--- config.mk ---
export PLATFORM = sky130hd
export DESIGN_NAME = keypad_scan_encoder_flat
export DESIGN_NICKNAME = d
export VERILOG_FILES = /design/src/rtl/keypad_scan_encoder_if.sv /design/src/rtl/keypad_scan_encoder.sv /design/src/flat_wrapper.sv
export SDC_FILE = /design/constraint.sdc
export NUM_CORES = 1
export LEC_CHECK = 0
export BUFFER_PORTS_ARGS = -buffer_cell sky130_fd_sc_hd__clkbuf_2
export CORE_MARGIN = 8
export CORE_UTILIZATION = 35
export CTS_BUF_LIST = sky130_fd_sc_hd__clkbuf_4 sky130_fd_sc_hd__clkbuf_8
export DETAILED_ROUTE_END_ITERATION = 16
export MAX_ROUTING_LAYER = met4
export PLACE_DENSITY = 0.49
export SLEW_MARGIN = 20
export SYNTH_ARGS = -nofsm -noshare
export SYNTH_HDL_FRONTEND = slang
export SYNTH_SLANG_ARGS = --single-unit
--- constraint.sdc ---
create_clock -name clk -period 4.2 [get_ports clk]
set_input_delay 0.84 -clock clk [delete_from_list [all_inputs] [get_ports clk]]
set_output_delay 0.84 -clock clk [all_outputs]
set_load 0.05 [all_outputs]
--- src/rtl/keypad_scan_encoder_if.sv ---
// Keypad-side and consumer-side signals of the scan encoder.
// The master modport is the encoder; slave is the keypad/consumer.
interface keypad_if;
   logic [3:0] row_in;
   logic [3:0] col_out;
   logic       btn_valid;
   logic [7:0] btn_char;
   logic       key_held;

   modport master (input row_in, output col_out, btn_valid, btn_char, key_held);
   modport slave  (output row_in, input col_out, btn_valid, btn_char, key_held);
endinterface

--- src/rtl/keypad_scan_encoder.sv ---
// 4x4 keypad column scanner with debounced press/release detection.
// Emits a one-cycle strobe carrying the ASCII code of each accepted key.
module keypad_scan_encoder #(
   parameter int SCAN_DIV     = 1000,
   parameter int DEBOUNCE_CNT = 8
) (
   input  logic     clk,
   input  logic     rst_n,
   keypad_if.master kp
);
   localparam int DIV_W = (SCAN_DIV > 1) ? $clog2(SCAN_DIV) : 1;
   localparam int CNT_W = $clog2(DEBOUNCE_CNT + 1);
   localparam logic [DIV_W-1:0] DIV_LAST = DIV_W'(SCAN_DIV - 1);
   localparam logic [CNT_W-1:0] CNT_LAST = CNT_W'(DEBOUNCE_CNT - 1);

   localparam logic [1:0] S_SCAN     = 2'd0;
   localparam logic [1:0] S_DEBOUNCE = 2'd1;
   localparam logic [1:0] S_PRESSED  = 2'd2;
   localparam logic [1:0] S_RELEASE  = 2'd3;

   logic [3:0]       row_sync_p0;
   logic [3:0]       row_sync_p1;
   logic [DIV_W-1:0] div_q;
   logic [1:0]       state;
   logic [1:0]       col_q;
   logic [1:0]       row_q;
   logic [CNT_W-1:0] cnt_q;
   logic             btn_valid_q;
   logic [7:0]       btn_char_q;
   logic             sample;
   logic             hit;
   logic [1:0]       hit_row;
   logic             same_key;
   logic             row_released;

   function automatic logic [7:0] key_char(input logic [1:0] r, input logic [1:0] c);
      logic [7:0] ch;
      case ({r, c})
         4'h0: ch = "1";  4'h1: ch = "2";  4'h2: ch = "3";  4'h3: ch = "+";
         4'h4: ch = "4";  4'h5: ch = "5";  4'h6: ch = "6";  4'h7: ch = "-";
         4'h8: ch = "7";  4'h9: ch = "8";  4'hA: ch = "9";  4'hB: ch = "*";
         4'hC: ch = "C";  4'hD: ch = "0";  4'hE: ch = "=";  default: ch = 8'h00;
      endcase
      return ch;
   endfunction

   // Lowest low row in the driven column wins; the r3/c3 position is unpopulated.
   always_comb begin
      hit     = 1'b0;
      hit_row = 2'd0;
      for (int r = 3; r >= 0; r--) begin
         if (!row_sync_p1[r] && !(r == 3 && col_q == 2'd3)) begin
            hit     = 1'b1;
            hit_row = 2'(r);
         end
      end
   end

   assign sample       = (div_q == DIV_LAST);
   assign same_key     = hit && (hit_row == row_q);
   assign row_released = row_sync_p1[row_q];

   // Stage p0/p1: metastability guard on the asynchronous rows
   always_ff @(posedge clk or negedge rst_n) begin
      if (!rst_n) begin
         row_sync_p0 <= 4'hF;
         row_sync_p1 <= 4'hF;
      end else begin
         row_sync_p0 <= kp.row_in;
         row_sync_p1 <= row_sync_p0;
      end
   end

   always_ff @(posedge clk or negedge rst_n) begin
      if (!rst_n) begin
         div_q       <= '0;
         state       <= S_SCAN;
         col_q       <= 2'd0;
         row_q       <= 2'd0;
         cnt_q       <= '0;
         btn_valid_q <= 1'b0;
         btn_char_q  <= 8'h00;
      end else begin
         btn_valid_q <= 1'b0;
         div_q       <= sample ? '0 : div_q + 1'b1;
         if (sample) begin
            case (state)
               S_SCAN: begin
                  if (hit) begin
                     row_q <= hit_row;
                     cnt_q <= CNT_W'(1);
                     state <= S_DEBOUNCE;
                  end else begin
                     col_q <= col_q + 2'd1;
                  end
               end
               S_DEBOUNCE: begin
                  if (!same_key) begin
                     state <= S_SCAN;
                     col_q <= col_q + 2'd1;
                  end else if (cnt_q == CNT_LAST) begin
                     state       <= S_PRESSED;
                     btn_valid_q <= 1'b1;
                     btn_char_q  <= key_char(row_q, col_q);
                  end else begin
                     cnt_q <= cnt_q + 1'b1;
                  end
               end
               S_PRESSED: begin
                  if (row_released) begin
                     cnt_q <= CNT_W'(1);
                     state <= S_RELEASE;
                  end
               end
               default: begin
                  // A bounce back to low returns to PRESSED without a new strobe.
                  if (!row_released) begin
                     state <= S_PRESSED;
                  end else if (cnt_q == CNT_LAST) begin
                     state <= S_SCAN;
                     col_q <= col_q + 2'd1;
                  end else begin
                     cnt_q <= cnt_q + 1'b1;
                  end
               end
            endcase
         end
      end
   end

   assign kp.col_out   = ~(4'b0001 << col_q);
   assign kp.btn_valid = btn_valid_q;
   assign kp.btn_char  = btn_char_q;
   assign kp.key_held  = (state == S_PRESSED) || (state == S_RELEASE);
endmodule

--- src/flat_wrapper.sv ---
// flat-port wrapper written by rule: the top's interface ports become plain ports
module keypad_scan_encoder_flat 
#(
   parameter int SCAN_DIV     = 1000,
   parameter int DEBOUNCE_CNT = 8
)
  (clk, rst_n, kp_row_in, kp_col_out, kp_btn_valid, kp_btn_char, kp_key_held);
  keypad_if kp_i ();
  input  logic clk;
  input  logic rst_n;
  input wire logic [$bits(kp_i.row_in)-1:0] kp_row_in;
  output wire logic [$bits(kp_i.col_out)-1:0] kp_col_out;
  output wire logic [$bits(kp_i.btn_valid)-1:0] kp_btn_valid;
  output wire logic [$bits(kp_i.btn_char)-1:0] kp_btn_char;
  output wire logic [$bits(kp_i.key_held)-1:0] kp_key_held;
  assign kp_i.row_in = kp_row_in;
  assign kp_col_out = kp_i.col_out;
  assign kp_btn_valid = kp_i.btn_valid;
  assign kp_btn_char = kp_i.btn_char;
  assign kp_key_held = kp_i.key_held;
  keypad_scan_encoder #(.SCAN_DIV(SCAN_DIV), .DEBOUNCE_CNT(DEBOUNCE_CNT)) u_core (.clk(clk), .rst_n(rst_n), .kp(kp_i));
endmodule
==> impl_metrics.csv <==
group,metric,value,unit
timing,worst_pin_slew,871,ps
timing,slew_headroom,42.0,%
min_path,hold_start,"u_core.row_sync_p0[0]",
synthesis,synth.largest_area_cell,"dfrtp_1",
final_layout,n_antenna_cell,0,
synthesis,syn_area,1880,sq um
timing,period_needed,2370,ps
drt,wl_per_cell,13.6,microns
final_layout,multi_input_area,880,sq um
clock_tree,cts_hold_buf,0,
synthesis,synth_cell_type_count,56,
floorplan,initial_core_util,36.5,%
grt,antenna_found_initial,0,
pwr,cellPowerDensity,367,nW/um^2
drt,drc_errors,0,
floorplan,die_w,89.3,microns
clock_tree,post_cts_buffers,0,
synthesis,synth-async-reset-ratio,100,%
critical_path,reg2reg_to,"u_core.kp.btn_char[4]",
placed_design,place_hpwl,2750,microns
drt,avgViaCountPerCell,5.13,
synthesis,synth_area_leaders,"dfrtp_1 37%, dfstp_2 11%, ha_1 4.0%",
clock_tree,cts_max_path_buffers,2,
grt,first_global_vias,1372,
timing,fin_skew,3.67,ps
grt,grt_use_total,10.7,%
drt,num_vias,1401,
floorplan,io-pin-count,20,
critical_path,cp.required,3360,ps
synthesis,ys_seq_area_share,48.5,%
final_layout,nNetsFinal,214,
job,cap_violations,0,
clock_tree,clk_pin_slew,70,ps
drt,drt_first_pass_iters,4,
synthesis,yosysWarnings,0,
placed_design,finalWeightedCongestion,0.836,
clock_tree,cts_made_buffers,5,
timing,fmax,422,MHz
floorplan,die_h,89.3,microns
drt,ant_nets,0,
placed_design,dp_slack,1900,ps
synthesis,synthCells,187,
final_layout,drive_above_1_share,23.6,%
timing,drv_slew,0,
drt,drt_iter0_markers,95,
critical_path,cp-startpoint,"u_core.col_q[0]",
synthesis,synth.most_common_cell,"dfrtp_1",
clock_tree,cts.sinks,36,
synthesis,synth_edf_count,0,
synthesis,synth_nets,199,
timing,final_hold_viol_count,0,
critical_path,rr_worst_depth,5,
final_layout,syn2layout_area_growth,15.5,%
status,status,"complete, no violations",
pwr,p_leak,0.958,nW
synthesis,yosys_most_used_dff,"dfrtp_1",
timing,setup_viol,0,
floorplan,num_rows,26,
drt,drt-total-wl,3710,microns
clock_tree,cts-root-buf,"clkbuf_8",
final_layout,n_fill_cell,519,
clock_tree,cts_resized,0,
synthesis,ys_top_cells_by_count,"28 x dfrtp_1, 17 x nor2_1, 16 x nand2_1",
floorplan,core_area,5140,sq um
timing,final.setup.tns,0,ps
final_layout,seqCellArea,911,sq um
critical_path,critPathCapture,"kp_col_out[0]",
critical_path,crit_fanout,7,
placed_design,io_buffer_count,18,
clock_tree,clk_latency,290,ps
pwr,vdd_drop_max,0.000158,V
timing,finalWorstSetupSlack,1830,ps
critical_path,r2r_start,"u_core.col_q[0]",
clock_tree,cts_tree,"done",
synthesis,synth_top_area_share,37.3,%
critical_path,worstPathArrival,1530,ps
synthesis,syn_avg_cell_area,10.0,sq um
critical_path,startpoint_type,"register",
critical_path,rrSetupSlack,1910,ps
grt,grt_pass1_wl,6330,microns
timing,rsz0062_at_grt,"no",
synthesis,ys_seq_elements,36,
timing,period_share,56.5,%
clock_tree,h-tree-depth,2,
grt,grt_max_degree,37,
grt,gr-total-overflow,0,
floorplan,dieArea,7970,sq um
critical_path,setup.worst_path.end_class,"output pin",
min_path,hold_path_class,"register to register",
critical_path,critPathKind,"register to output pin",
-- how the worst min path moves through the flow --
| stage | slack [ps] | depth (start not counted) | end |
|---|---|---|---|
| 4_1_cts | 360 | 0 | u_core.row_sync_p1[0] |
| 3_5_place_dp | 350 | 0 | u_core.row_sync_p1[0] |
| 6_report | 360 | 0 | u_core.row_sync_p1[0] |
| 2_1_floorplan | 350 | 0 | u_core.row_sync_p1[0] |
| 3_3_place_gp | 350 | 0 | u_core.row_sync_p1[0] |
| 5_1_grt | 360 | 0 | u_core.row_sync_p1[0] |
-- layout by cell type, fill, tap and decap left out, types with 5 or more instances in the layout --
master	instances
inv_1	11
nor2_1	17
dfrtp_1	28
a21oi_1	9
clkbuf_8	5
nand3_1	8
o21ai_0	11
nand2_1	16
ha_1	6
dfstp_2	8
clkbuf_2	18
-- metrics by stage --
step,std cells,util [%],power [W],cell area [sq um],hold slack (ps)
after floorplan,187,-,0.000372,1880,345
after global placement,265,39.1,0.000382,2010,347
after detailed placement,265,39.1,0.000382,2010,348
after CTS,273,42.2,0.000807,2170,359
after global routing,273,42.2,0.000830,2170,363
final,273,42.2,0.000795,2170,357
-- metal layers --
metal  vias to the layer above  global-route usage [%]  routed length (microns)
met5                         -                       -                        0
met1                       671                    12.5                     1720
met2                        34                    16.5                     1720
met3                         5                    3.22                      219
met4                         0                    4.83                       54
li1                        691                       -                        -
-- worst max-delay path: stages (launching register included) --
cell and delay [ps]:
dfrtp_1 460, inv_1 140, ha_1 270, inv_1 100, clkbuf_2 280
-- logic make-up (layout without fill, tap and decap cells) --
| kind of cell | after synthesis | after routing | synth area share [%] |
|---|---|---|---|
| multiplexers | 5 | 5 | 3.66 |
| AO/OA/AOI/OAI | 45 | 45 | 17.0 |
| flip-flops | 36 | 36 | 48.5 |
| XOR/XNOR | 7 | 7 | 3.26 |
| AND/OR/NAND/NOR | 66 | 66 | 18.7 |
| buffers and inverters | 21 | 37 | 4.66 |
| other | 1 | 1 | 0.200 |
| adder cells (fa/ha/maj) | 6 | 6 | 4.00 |
-- area by class of cell --
| class | count | share of cell area [%] |
|---|---|---|
| Timing Repair Buffer | 18 | 4.15 |
| Clock buffer | 5 | 3.17 |
| Sequential cell | 36 | 42.0 |
| Clock inverter | 3 | 4.15 |
| Multi-Input combinational cell | 130 | 40.6 |
| Tap cell | 70 | 4.04 |
| Inverter | 11 | 1.90 |
-- flip-flops by register name, indices dropped and copies added, names as in the netlist, 2 cells and up --
register	flops
u_core.row_sync_p0	4
u_core.col_q	2
u_core.kp.btn_char	7
u_core.row_q	2
u_core.state	2
u_core.cnt_q	4
u_core.div_q	10
u_core.row_sync_p1	4
-- where the power goes --
part | switching (W) | internal (W)
Clock | 0.000123 | 0.000297
Sequential | 0.00000416 | 0.000354
Combinational | 0.0000125 | 0.00000491
Total | 0.000140 | 0.000656
Note: power is estimated with default switching activity, not from simulation.
